## config.mk

```make
export PLATFORM = sky130hd
export DESIGN_NAME = fetch_stage
export DESIGN_NICKNAME = d
export VERILOG_FILES = /design/src/rtl/fetch_stage.sv
export SDC_FILE = /design/constraint.sdc
export NUM_CORES = 1
export LEC_CHECK = 0
export BUFFER_PORTS_ARGS = -buffer_cell sky130_fd_sc_hd__buf_4
export CAP_MARGIN = 20
export CORE_ASPECT_RATIO = 0.75
export CORE_MARGIN = 1
export CORE_UTILIZATION = 52
export CTS_CLUSTER_DIAMETER = 100
export CTS_CLUSTER_SIZE = 30
export DETAILED_ROUTE_END_ITERATION = 10
export GPL_ROUTABILITY_DRIVEN = 0
export GPL_TIMING_DRIVEN = 0
export PLACE_DENSITY = 0.79
export SYNTH_ARGS = -nofsm -noshare
export SYNTH_HDL_FRONTEND = slang
export SYNTH_SLANG_ARGS = --single-unit
export TNS_END_PERCENT = 50
```

## constraint.sdc

```tcl
create_clock -name clk -period 3 [get_ports clk]
set_input_delay 0.3 -clock clk [delete_from_list [all_inputs] [get_ports clk]]
set_output_delay 0.3 -clock clk [all_outputs]
set_load 0.01 [all_outputs]
```

## src/rtl/fetch_stage.sv

```systemverilog
// -----------------------------------------------------------------------------
// fetch_stage
//   Instruction-fetch stage sitting directly downstream of ProgramCounter.
//   Presents pc to instruction memory over a req/ack handshake, registers the
//   returned word into the IF/ID output register (with a one-entry skid buffer
//   for decode stalls) and feeds ProgramCounter its next-sequential value.
//   The PC has no enable, so returning pc on pc_4 is how it holds.
//
// Ports
//   clk         in   1     clock, all state updates on posedge
//   reset       in   1     asynchronous, active-low reset
//   pc          in   size  current PC from ProgramCounter
//   pc_4        out  size  pc+4 when a fetch is accepted, else pc
//   flush       in   1     taken branch this cycle
//   stall       in   1     decode cannot accept IF/ID this cycle
//   imem_req    out  1     fetch request
//   imem_addr   out  size  fetch address (= pc, misaligned values pass as-is)
//   imem_ack    in   1     imem_rdata valid this cycle (may be same cycle as req)
//   imem_rdata  in   size  instruction word
//   if_valid    out  1     IF/ID holds a live instruction
//   if_instr    out  size  IF/ID instruction (NOP whenever if_valid=0)
//   if_pc       out  size  address of if_instr
//
// Optional feature (macro FETCH_PERF_EN):
//   perf_fetch  out  32    saturating count of accepted fetches
//   perf_stall  out  32    saturating count of cycles with if_valid & stall
//   Neither counter is cleared by flush.
// -----------------------------------------------------------------------------
module fetch_stage #(
  parameter int              size = 32,
  parameter logic [size-1:0] NOP  = 32'h00000013
) (
  input  logic            clk,
  input  logic            reset,
  input  logic [size-1:0] pc,
  output logic [size-1:0] pc_4,
  input  logic            flush,
  input  logic            stall,
  output logic            imem_req,
  output logic [size-1:0] imem_addr,
  input  logic            imem_ack,
  input  logic [size-1:0] imem_rdata,
  output logic            if_valid,
  output logic [size-1:0] if_instr,
  output logic [size-1:0] if_pc
`ifdef FETCH_PERF_EN
  ,
  output logic [31:0]     perf_fetch,
  output logic [31:0]     perf_stall
`endif
);

  localparam logic [size-1:0] PC_STEP = {{(size-3){1'b0}}, 3'b100};
  localparam logic [size-1:0] ZERO    = {size{1'b0}};

  // HOLD means the skid buffer is full, so no separate skid-valid flag.
  typedef enum logic [1:0] {
    ST_IDLE = 2'd0,
    ST_REQ  = 2'd1,
    ST_HOLD = 2'd2
  } state_t;

  state_t          state_r, state_s;
  logic            accept_s, consume_s;
  logic            valid_r, valid_s;
  logic [size-1:0] instr_r, instr_s;
  logic [size-1:0] ifpc_r, ifpc_s;
  logic [size-1:0] skid_instr_r, skid_instr_s;
  logic [size-1:0] skid_pc_r, skid_pc_s;

  // Request is a pure decode of the state register, so it drops the moment
  // reset asserts and a late ack can never be accepted.
  assign imem_req  = (state_r == ST_REQ);
  assign imem_addr = pc;
  assign accept_s  = imem_req & imem_ack & ~flush;
  assign consume_s = valid_r & ~stall;
  assign pc_4      = accept_s ? (pc + PC_STEP) : pc;

  assign if_valid  = valid_r;
  assign if_instr  = instr_r;
  assign if_pc     = ifpc_r;

  // State register.
  always_ff @(posedge clk or negedge reset) begin
    if (!reset) begin
      state_r <= ST_IDLE;
    end else begin
      state_r <= state_s;
    end
  end

  // Next-state and IF/ID / skid next values; flush overrides everything.
  always_comb begin
    state_s      = state_r;
    valid_s      = valid_r;
    instr_s      = instr_r;
    ifpc_s       = ifpc_r;
    skid_instr_s = skid_instr_r;
    skid_pc_s    = skid_pc_r;
    if (flush) begin
      state_s      = ST_REQ;
      valid_s      = 1'b0;
      instr_s      = NOP;
      skid_instr_s = NOP;
      skid_pc_s    = ZERO;
    end else begin
      case (state_r)
        ST_IDLE: begin
          // One cycle for the PC reset value to settle before fetching.
          state_s = ST_REQ;
        end
        ST_REQ: begin
          if (accept_s) begin
            if (!valid_r || consume_s) begin
              valid_s = 1'b1;
              instr_s = imem_rdata;
              ifpc_s  = pc;
            end else begin
              // Output full and decode stalled: park the word, stop fetching.
              skid_instr_s = imem_rdata;
              skid_pc_s    = pc;
              state_s      = ST_HOLD;
            end
          end else if (consume_s) begin
            valid_s = 1'b0;
            instr_s = NOP;
          end else begin
            state_s = ST_REQ;
          end
        end
        ST_HOLD: begin
          if (!stall) begin
            valid_s      = 1'b1;
            instr_s      = skid_instr_r;
            ifpc_s       = skid_pc_r;
            skid_instr_s = NOP;
            skid_pc_s    = ZERO;
            state_s      = ST_REQ;
          end else begin
            state_s = ST_HOLD;
          end
        end
        default: begin
          state_s      = ST_IDLE;
          valid_s      = 1'b0;
          instr_s      = NOP;
          skid_instr_s = NOP;
          skid_pc_s    = ZERO;
        end
      endcase
    end
  end

  // IF/ID output register and skid buffer.
  always_ff @(posedge clk or negedge reset) begin
    if (!reset) begin
      valid_r      <= 1'b0;
      instr_r      <= NOP;
      ifpc_r       <= ZERO;
      skid_instr_r <= NOP;
      skid_pc_r    <= ZERO;
    end else begin
      valid_r      <= valid_s;
      instr_r      <= instr_s;
      ifpc_r       <= ifpc_s;
      skid_instr_r <= skid_instr_s;
      skid_pc_r    <= skid_pc_s;
    end
  end

`ifdef FETCH_PERF_EN
  logic [31:0] perf_fetch_r;
  logic [31:0] perf_stall_r;

  assign perf_fetch = perf_fetch_r;
  assign perf_stall = perf_stall_r;

  // Saturating performance counters; deliberately untouched by flush.
  always_ff @(posedge clk or negedge reset) begin
    if (!reset) begin
      perf_fetch_r <= 32'd0;
      perf_stall_r <= 32'd0;
    end else begin
      if (accept_s && (perf_fetch_r != 32'hFFFFFFFF)) begin
        perf_fetch_r <= perf_fetch_r + 32'd1;
      end
      if (valid_r && stall && (perf_stall_r != 32'hFFFFFFFF)) begin
        perf_stall_r <= perf_stall_r + 32'd1;
      end
    end
  end
`endif

endmodule

```

==> metrics.log, run 1 <==
[metrics] Cells after Synth: 727
[metrics] fraction of synthesized cell area taken by the top area cell type: 47.51%
[metrics] Reg area: 3287 um2
[metrics] pin slew with the least headroom to its limit: 792.1 ps
[metrics] antenna violations before repair: 0
[metrics] dominant combinational cell family by area after synthesis: simple AND/OR/NAND/NOR gates
[metrics] die height: 99.45 um
[metrics] sum of routed wire length over all layers: 19040 um
[metrics] Synth Area in Compound Gates: 15.17%
[metrics] portion of the clock cycle consumed by the worst path in the final layout: 97.51%
[metrics] Core Footprint: 12310 um2
[metrics] number of flip-flops and latches in the synthesized netlist: 131
[metrics] deepest level of the CTS H-tree: 4
[metrics] R2R setup slack: 270 ps
[metrics] LEAKAGE: 4.103 nW
[metrics] worst reg2reg endpoint: skid_pc_r[14]
[metrics] Multi-input gate area: 2844 um2
[metrics] I/O pin total: 199
[metrics] Peak supply drop: 477.1 uV
[metrics] Core Rows: 35
[metrics] vias per std cell: 5.507
[metrics] Synth Warn #: 0
[metrics] top cells by area, synth: dfrtp_1 48%, nand2_1 9.6%, o21ai_0 7.1%, mux2i_1 4.9%, buf_4 3.9%
[metrics] largest net degree at the start of global routing: 93
[metrics] later-pin clock latency in the skew report: 410 ps
[metrics] die area: 13120 um2
[metrics] WL/cell: 16.94 um
[metrics] Synth Flop Type: dfrtp_1
[metrics] maxcap violations: 0
[metrics] top cell type by total area after synthesis: dfrtp_1
[metrics] share of post-route cells with drive strength above 1: 31.00%
[metrics] top post-synthesis cells by count: 168 x nand2_1, 125 x dfrtp_1, 93 x o21ai_0, 42 x nor2_1
[metrics] final worst path period need: 2925 ps
[metrics] Filler cells: 976
[metrics] Placed Instance Area: 8294 um2
[metrics] nature of the critical path startpoint: flip-flop
[metrics] number of nets at the end of the flow: 1020
[metrics] vias in the first global route: 5823
[metrics] Max Fclk: 341.8 MHz
[metrics] remaining global-route overflow: 0
[metrics] clock tree from TritonCTS: built
[metrics] Iter 0 DRT Violations: 529
[metrics] TritonCTS buffer count: 17
[metrics] sequential element share of the synthesized area: 49.90%
[metrics] number of remaining DRC errors: 0
[metrics] Worst slew margin: 47.19%
[metrics] timing endpoint of the critical path: pc_4[30]
[metrics] most repeated cell in the gate-level netlist after synthesis: nand2_1
[metrics] start-to-end type of the worst setup path: flip-flop to primary output
[metrics] clock transition at the registers of the reported paths: 60 ps
[metrics] post-synth design cell area: 6584 um2
[metrics] EDFF count, synth: 0
[metrics] syn nets: 801
[metrics] clock tree root driver cell: clkbuf_16
[metrics] Max Slew Vio Count: 0
[metrics] antenna-violating nets left: 0
[metrics] CP required: 2700 ps
[metrics] post-route design area: 8975 um2
[metrics] Finish-stage setup viols: 0
[metrics] status: finished clean
[metrics] portion of netlist area occupied by mux cells: 5.036%
[metrics] effective utilization at floorplan: 53.50%
[metrics] post-synthesis cell type count: 45
[metrics] overall via count from detail_route: 6190
[metrics] hold violation total from the final report: 0
[metrics] Min-Delay Path Class: input port to flip-flop
[metrics] die boundary width: 131.9 um
[metrics] worst clock skew: 9.520 ps
[metrics] area growth from synthesis to final layout: 36.32%
[metrics] first-pass iteration count of the detailed router: 5
[metrics] reg-to-reg startpoint: state_r[0]
[metrics] maximum buffer depth of the clock tree: 2
[metrics] post-synthesis share of cell area spent on and, or, nand and nor gates: 17.33%
[metrics] XOR/XNOR share of the synthesized area: 3.858%
[metrics] diode insertion count for antenna repair: 0
[metrics] Power per Cell Area: 734.5 nW/um2
[metrics] synthesized area per cell: 9.056 um2
[metrics] Worst Reg-to-Reg Cells: 10
[metrics] critical path endpoint category: primary output
[metrics] async set-or-reset flop fraction in the synthesized netlist: 100.0%
[metrics] fraction of the mapped netlist area in adder cells: 0.9502%
[metrics] critical path startpoint: state_r[1]
[metrics] half-perimeter wire length after detailed placement: 13570 um
[metrics] total of buffers placed on input and output ports: 196
[metrics] worst-path maximum fanout: 10
[metrics] clk sink count: 131
[metrics] first-pass GRT wire length: 30540 um
[metrics] GRT Util Overall: 29.93%
[metrics] core utilization of the finished layout: 72.93%
[metrics] critical path arrival: 2630 ps
==> cell families after synthesis <==
family / after synthesis
mux: 33
xor+xnor: 29
fa+ha+maj: 5
simple gates: 261
compound gates: 173
buf+inv: 95
flops: 131
==> timing repair <==
action                                  in CTS  in global routing
endpoints found under the setup margin      19                 14
hold buffers                                 1                  0
buffers inserted                             0                  2
gates cloned                                 0                  0
endpoints found under the hold margin       37                  0
resized for setup                           11                  7
pin swaps                                    2                  3
==> layout by cell type, fill, tap and decap left out, drive strengths merged, types with 2 or more instances in the layout <==
| cell | Yosys | layout |
|---|---|---|
| nand2b | 3 | 3 |
| nor2b | 2 | 2 |
| o21ai | 93 | 93 |
| a22oi | 29 | 29 |
| dfrtp | 125 | 125 |
| nor3 | 12 | 12 |
| buf | 50 | 250 |
| nor4 | 5 | 5 |
| inv | 9 | 10 |
| nor2 | 42 | 42 |
| clkinv | 0 | 6 |
| nand2 | 168 | 168 |
| ha | 5 | 5 |
| o31ai | 4 | 4 |
| or4 | 2 | 2 |
| nand4 | 10 | 10 |
| xnor2 | 10 | 10 |
| mux2i | 32 | 32 |
| and3 | 4 | 4 |
| xor2 | 19 | 19 |
| clkbuf | 36 | 54 |
| a221oi | 4 | 4 |
| and2 | 3 | 3 |
| a21oi | 36 | 36 |
| clkinvlp | 0 | 3 |
| dfstp | 6 | 6 |
| or2 | 2 | 2 |
| bufinv | 0 | 2 |
| nand3 | 5 | 5 |
==> worst min path at each step <==
stage / from / endpoint / slack (ps) / depth (start not counted)
after floorplan: reset / if_instr[10] / 4 / 0
after global placement: skid_pc_r[22] / skid_pc_r[22] / 460 / 2
after detailed placement: reset / if_pc[21] / 230 / 1
after CTS: imem_rdata[24] / skid_instr_r[24] / 130 / 3
after global routing: imem_rdata[31] / skid_instr_r[31] / 140 / 3
final: flush / state_r[0] / 140 / 2
==> power by group <==
| group | leakage, nW | switching, W | total (W) | internal [W] |
|---|---|---|---|---|
| combinational | 2.16 | 0.00117 | 0.00199 | 0.000822 |
| clock | 0.281 | 0.000782 | 0.00205 | 0.00126 |
| sequential | 1.66 | 0.000285 | 0.00256 | 0.00228 |
| total | 4.10 | 0.00223 | 0.00659 | 0.00436 |
==> area by class of cell <==
cell class / count / share of cell area, %
inverters: 9 / 0.3764
plain buffers: 86 / 5.451
flip-flops and latches: 131 / 36.62
clock buffers: 19 / 5.047
repair buffers: 200 / 17.02
multi-input cells: 501 / 31.69
clock inverters: 12 / 1.478
well taps: 166 / 2.314
==> state kept, by name (all words and copies together), names as in the netlist <==
signal        cells
skid_instr_r     32
state_r           2
if_instr         32
if_pc            32
if_valid          1
skid_pc_r        32
==> metrics by stage <==
stage                     setup slack [ps]  cells  hold slack [ps]  total power, W  setup TNS (ps)
after floorplan                      554.9    727            4.409        0.003529               0
after global placement               75.06   1089            461.0        0.004459               0
after detailed placement             84.53   1090            232.4        0.004532               0
after CTS                            3.586   1122            129.7        0.006596               0
after global routing                -9.585   1124            136.6        0.006933          -17.42
final                                74.73   1124            138.8        0.006592               0
==> worst max-delay path: stages (launching register included) <==
cell,delay (ps)
dfrtp_1,390
inv_2,80
ha_4,160
nand2b_4,50
buf_6,140
or4_4,580
buf_8,180
nor4_4,310
xor2_1,170
buf_4,130
==> metal layers <==
layer	vias to the layer above	global-route usage (%)	part of all wire, %
met5	-	0	0
met1	3034	43.52	46
li1	2881	-	-
met3	27	5.607	6.2
met4	0	9.302	1.4
met2	248	45.67	46
Note: power is estimated with default switching activity, not from simulation.
==> run 2, diff against run 1 <==
REMOVE_ABC_BUFFERS = 1   (was not set)
==> run 2 against run 1 <==
Effect of this change:
- total power up 5.3%
- maximum frequency up 2.1%
- critical endpoint is now pc_4[24]
- clock power up 16%
- register-to-register slack better by 250 ps
- largest cell class unchanged
- sequential share of layout area up 0.41 points
==> metrics.log, run 2 (synthesis results as in run 1) <==
[metrics] status: finished clean
[metrics] start-to-end type of the worst setup path: flip-flop to primary output
[metrics] half-perimeter wire length after detailed placement: 11170 um (-18%)
[metrics] area growth from synthesis to final layout: 34.80%
[metrics] clk sink count: 131 (unchanged)
[metrics] number of remaining DRC errors: 0 (unchanged)
[metrics] Power per Cell Area: 781.8 nW/um2 (+6.4%)
[metrics] critical path arrival: 2560 ps (-70 ps)
[metrics] maximum buffer depth of the clock tree: 2 (unchanged)
[metrics] commonest non-fill, non-tap cell in the layout: buf_4
[metrics] I/O pin total: 199 (unchanged)
[metrics] vias per std cell: 5.560 (+0.96%)
[metrics] portion of the clock cycle consumed by the worst path in the final layout: 95.49% (-2.0 points)
[metrics] deepest level of the CTS H-tree: 4 (unchanged)
[metrics] Finish-stage setup viols: 0 (unchanged)
[metrics] largest net degree at the start of global routing: 80 (-14%)
[metrics] share of post-route cells with drive strength above 1: 30.64% (-0.36 points)
[metrics] final cell count without fillers: 1057 (-6.0%)
[metrics] die boundary width: 131.9 um (unchanged)
[metrics] pre-CTS worst setup slack: -722.3 ps (-806.8 ps)
[metrics] top library cells by usage in the layout, fill and taps aside: 206 x buf_4, 168 x nand2_1, 124 x dfrtp_1
[metrics] die height: 99.45 um (unchanged)
[metrics] Max Slew Vio Count: 0 (unchanged)
[metrics] CP required: 2700 ps (about the same)
[metrics] diode insertion count for antenna repair: 0 (unchanged)
[metrics] CP Cell Sequence: inv_1 > ha_4 > nand2b_4 > or4_4 > nor4_2 > xor2_1 > buf_4
[metrics] worst clock skew: 10.80 ps (+1.282 ps)
[metrics] slowest stage cell on the critical path: or4_4
[metrics] remaining global-route overflow: 0 (unchanged)
[metrics] Peak supply drop: 441.4 uV (-7.5%)
[metrics] vias in the first global route: 5528 (-5.1%)
[metrics] antenna-violating nets left: 0 (unchanged)
[metrics] total of buffers placed on input and output ports: 198 (+1.0%)
[metrics] number of nets at the end of the flow: 953 (-6.6%)
[metrics] nature of the critical path startpoint: flip-flop
[metrics] LEAKAGE: 4.014 nW (-2.2%)
[metrics] Max Fclk: 349.1 MHz (+2.1%)
[metrics] die area: 13120 um2 (unchanged)
[metrics] overall via count from detail_route: 5877 (-5.1%)
[metrics] effective utilization at floorplan: 53.50% (unchanged)
[metrics] Worst Slack Setup Final: 135.2 ps (+60.48 ps)
[metrics] core utilization of the finished layout: 72.12% (-0.81 points)
[metrics] first-pass iteration count of the detailed router: 6 (+1)
[metrics] unrepaired setup endpoints after global routing: false
[metrics] clock tree from TritonCTS: built
[metrics] Min-Delay Path Class: input port to flip-flop
[metrics] final worst path period need: 2865 ps (-60.48 ps)
[metrics] clock transition at the registers of the reported paths: 60 ps (about the same)
[metrics] WL/cell: 16.70 um (-1.4%)
[metrics] clock tree root driver cell: clkbuf_16
[metrics] R2R setup slack: 520 ps (+250 ps)
[metrics] Core Footprint: 12310 um2 (unchanged)
[metrics] Worst slew margin: 39.53% (-7.7 points)
[metrics] sum of routed wire length over all layers: 17660 um (-7.3%)
[metrics] GRT Util Overall: 26.68% (-3.3 points)
[metrics] first-pass GRT wire length: 27540 um (-9.8%)
[metrics] hold violation total from the final report: 0 (unchanged)
[metrics] Core Rows: 35 (unchanged)
[metrics] later-pin clock latency in the skew report: 410 ps (about the same)
[metrics] total power after layout: 0.006939 W (+5.3%)
[metrics] slowest stage delay, CP: 610 ps (+30 ps)
[metrics] Iter 0 DRT Violations: 336 (-36%)
[metrics] Placed Instances: 1014 (-7.0%)
[metrics] TritonCTS buffer count: 17 (unchanged)
[metrics] maxcap violations: 0 (unchanged)
[metrics] critical path endpoint category: primary output
[metrics] worst-path maximum fanout: 9 (-1)
[metrics] pin slew with the least headroom to its limit: 907.1 ps (+115.0 ps)
[metrics] antenna violations before repair: 0 (unchanged)
## run 2: changes by cell type in the layout (fill, tap and decap cells not counted), moves of 3 or more
| cell | before | now |
|---|---|---|
| clkinvlp_4 | 3 | 0 |
| nor3_1 | 9 | 12 |
| clkinv_4 | 3 | 6 |
| buf_1 | 9 | 0 |
| buf_12 | 0 | 6 |
| buf_4 | 232 | 206 |
| clkinv_2 | 3 | 0 |
| buf_2 | 4 | 0 |
| clkbuf_1 | 34 | 0 |
| bufinv_16 | 2 | 6 |
| nor3_2 | 3 | 0 |
## run 2: final timing paths
check,startpoint,to,cells after the start
hold reg to reg,if_instr[23],if_instr[23],2
setup reg to reg,state_r[0],skid_pc_r[22],8
setup / recovery,state_r[1],pc_4[24],7
max in group asynchronous,reset,state_r[1],3
min in group asynchronous,reset,if_instr[3],2
hold / removal,imem_rdata[5],skid_instr_r[5],3
## run 2: worst max-delay path, delay by kind of cell, from the launching register on
| kind | cells | cell delay (ps) |
|---|---|---|
| DFF | 1 | 440 |
| adders and majority gates | 1 | 200 |
| and+or+nand+nor | 3 | 1080 |
| xor gates and xnor gates | 1 | 170 |
| buffers and inverters | 2 | 260 |
## run 2: per-stage QoR
step	TNS [ps]	hold WS [ps]	area, um2
3_3_place_gp	-605010	460.1	7801
5_1_grt	0	134.8	8875
6_report	0	139.3	8875
2_1_floorplan	-311350	4.409	6107
3_5_place_dp	-7286	281.0	8061
4_1_cts	-0.6100	132.6	8833
## run 2: layout make-up
| type | instances | area (um2) |
|---|---|---|
| Fill cell | 881 | 3431 |
| Sequential cell | 131 | 3287 |
| Multi-Input combinational cell | 503 | 2898 |
| Timing Repair Buffer | 217 | 1770 |
| Clock buffer | 17 | 425.4 |
| Clock inverter | 14 | 252.7 |
| Tap cell | 166 | 207.7 |
| Inverter | 9 | 33.78 |
## run 2: routing by layer
layer,vias to the layer above,GRT usage [%],routed length (um)
li1,2750,-,-
met1,2862,36.24,7780
met2,242,42.45,8489
met3,23,6.524,1174
met4,0,8.408,211
met5,-,0,0
## run 2: repair_timing
item,4_1_cts,5_1_grt
endpoints found under the hold margin,52,0
pin swaps,2,2
gates cloned,1,1
hold buffers,1,0
buffers inserted,6,3
resized for setup,6,2
endpoints found under the setup margin,29,16
## run 2: where the power goes
part / switching [W] / total (W) / internal [W]
Clock: 0.000813 / 0.00238 / 0.00157
Combinational: 0.00111 / 0.00199 / 0.000884
Sequential: 0.000288 / 0.00256 / 0.00227
Total: 0.00221 / 0.00694 / 0.00473
==> run 3, diff against run 2 <==
SKIP_LAST_GASP = 1   (was not set)
clock period = 3.2 ns   (was 3 ns; I/O delays follow)
==> run 3 against run 2 <==
Effect of this change:
- cell area is 0.97% lower
- clock skew is 1.8 ps lower
- sequential cell count stayed put
- total power is 6.9% lower
- cell count is 0.76% lower
- die area stayed put
- count of clock-buffer cells in the layout stayed put
- clock power is 6% lower
- largest cell class unchanged
- largest power group unchanged
- highest routed layer unchanged
==> metrics.log, run 3 (synthesis results as in run 1) <==
[metrics] status: finished clean
[metrics] effective utilization at floorplan: 53.50% (unchanged)
[metrics] clock transition at the registers of the reported paths: 60 ps (about the same)
[metrics] LEAKAGE: 3.966 nW (-1.2%)
[metrics] Core Footprint: 12310 um2 (unchanged)
[metrics] start-to-end type of the worst setup path: flip-flop to primary output
[metrics] clock tree from TritonCTS: built
[metrics] deepest level of the CTS H-tree: 4 (unchanged)
[metrics] total of buffers placed on input and output ports: 198 (unchanged)
[metrics] share of post-route cells with drive strength above 1: 29.67% (-0.97 points)
[metrics] clock tree root driver cell: clkbuf_16
[metrics] Placed Instance Area: 8061 um2 (unchanged)
[metrics] CP required: 2880 ps (+180 ps)
[metrics] nature of the critical path startpoint: flip-flop
[metrics] critical path startpoint: state_r[1]
[metrics] TritonCTS buffer count: 17 (unchanged)
[metrics] maxcap violations: 0 (unchanged)
[metrics] R2R setup slack: 740 ps (+220 ps)
[metrics] post-route design area: 8788 um2 (-0.97%)
[metrics] Peak supply drop: 409.0 uV (-7.4%)
[metrics] antenna violations before repair: 0 (unchanged)
[metrics] later-pin clock latency in the skew report: 410 ps (about the same)
[metrics] Worst Hold Margin: 166.0 ps (+26.76 ps)
[metrics] critical path endpoint category: primary output
[metrics] WL/cell: 16.39 um (-1.9%)
[metrics] critical path arrival: 2790 ps (+230 ps)
[metrics] hold violation total from the final report: 0 (unchanged)
[metrics] setup total negative slack: 0 ps (unchanged)
[metrics] first-pass GRT wire length: 27100 um (-1.6%)
[metrics] start point of the worst min-delay path: imem_rdata[12]
[metrics] commonest non-fill, non-tap cell in the layout: buf_4
[metrics] area growth from synthesis to final layout: 33.49%
[metrics] vias in the first global route: 5491 (-0.67%)
[metrics] vias per std cell: 5.563 (about the same)
[metrics] total power after layout: 0.006462 W (-6.9%)
[metrics] core utilization of the finished layout: 71.42% (-0.70 points)
[metrics] final worst path period need: 3107 ps
[metrics] number of remaining DRC errors: 0 (unchanged)
[metrics] worst clock skew: 8.959 ps (-1.844 ps)
[metrics] Worst slew margin: 38.11% (-1.4 points)
[metrics] largest net degree at the start of global routing: 80 (unchanged)
[metrics] pin slew with the least headroom to its limit: 928.3 ps (+21.27 ps)
[metrics] die height: 99.45 um (unchanged)
[metrics] portion of the clock cycle consumed by the worst path in the final layout: 97.09%
[metrics] half-perimeter wire length after detailed placement: 11170 um (unchanged)
[metrics] Iter 0 DRT Violations: 309 (-8.0%)
[metrics] reg-to-reg startpoint: state_r[0]
[metrics] Max Slew Vio Count: 0 (unchanged)
[metrics] antenna-violating nets left: 0 (unchanged)
[metrics] sum of routed wire length over all layers: 17190 um (-2.6%)
[metrics] Finish-stage setup viols: 0 (unchanged)
[metrics] Filler cells: 898 (+1.9%)
[metrics] overall via count from detail_route: 5836 (-0.70%)
[metrics] GRT Util Overall: 26.13% (-0.56 points)
[metrics] die area: 13120 um2 (unchanged)
[metrics] first-pass iteration count of the detailed router: 5 (-1)
[metrics] clk sink count: 131 (unchanged)
[metrics] Power per Cell Area: 735.3 nW/um2 (-6.0%)
[metrics] worst-path maximum fanout: 14 (+5)
[metrics] top library cells by usage in the layout, fill and taps aside: 199 x buf_4, 168 x nand2_1, 125 x dfrtp_1
[metrics] Min-Delay Path Class: input port to flip-flop
[metrics] I/O pin total: 199 (unchanged)
[metrics] remaining global-route overflow: 0 (unchanged)
[metrics] number of nets at the end of the flow: 945 (-0.84%)
[metrics] maximum buffer depth of the clock tree: 2 (unchanged)
[metrics] diode insertion count for antenna repair: 0 (unchanged)
[metrics] Max Fclk: 321.9 MHz
[metrics] unrepaired setup endpoints after global routing: true
[metrics] Core Rows: 35 (unchanged)
[metrics] die boundary width: 131.9 um (unchanged)
run 3: changes by cell type in the layout (fill, tap and decap cells not counted), sizes merged:
cell	previous run	this run
buf	216	209
or4	3	2
run 3: through the flow:
step           setup WS (ps)  instances
6_report               93.06       1049
5_1_grt               -37.52       1049
4_1_cts                81.94       1048
3_5_place_dp          -542.3       1014
3_3_place_gp           -7019       1005
2_1_floorplan          -4007        641
run 3: report_power, final:
part	leakage, nW	total, W	switching, W	internal (W)
sequential	1.66	0.00240	0.000270	0.00213
clock	0.330	0.00223	0.000760	0.00147
combinational	1.98	0.00183	0.00102	0.000805
total	3.97	0.00646	0.00205	0.00441
run 3: what timing repair did:
item                                    4_1_cts  5_1_grt
gates cloned                                  0        1
setup buffers                                 2        0
endpoints found under the setup margin       22       13
resized for setup                             3        0
hold endpoints to repair                     52        0
hold buffers                                  1        0
pin swaps                                     1        1
run 3: worst paths after layout:
path / end / cells past startpoint
min reg2reg: if_instr[23] / 2
max reg2reg: skid_pc_r[22] / 8
max: pc_4[24] / 7
max in group asynchronous: skid_instr_r[0] / 3
min: skid_instr_r[12] / 3
min in group asynchronous: if_instr[12] / 2
run 3: critical path, stage by stage (launching register included):
cell,delay (ps)
dfrtp_1,440
inv_1,140
ha_4,250
nand2b_4,170
or4_4,700
nor4_1,370
xor2_1,170
buf_4,140
run 3: per-layer routing:
layer,vias up,GRT usage (%),wire [um]
met4,0,8.408,207
met1,2853,34.73,7439
met5,-,0,0
li1,2733,-,-
met2,231,42.33,8400
met3,19,6.473,1143
run 3: area by class of cell:
| class | count | area, um2 | area share (%) |
|---|---|---|---|
| timing repair buffer | 210 | 1718 | 19.55 |
| inverter | 9 | 33.78 | 0.3844 |
| clock buffer | 17 | 425.4 | 4.841 |
| tap | 166 | 207.7 | 2.363 |
| multi-input combinational | 502 | 2865 | 32.60 |
| sequential | 131 | 3286 | 37.39 |
| clock inverter | 14 | 252.7 | 2.876 |
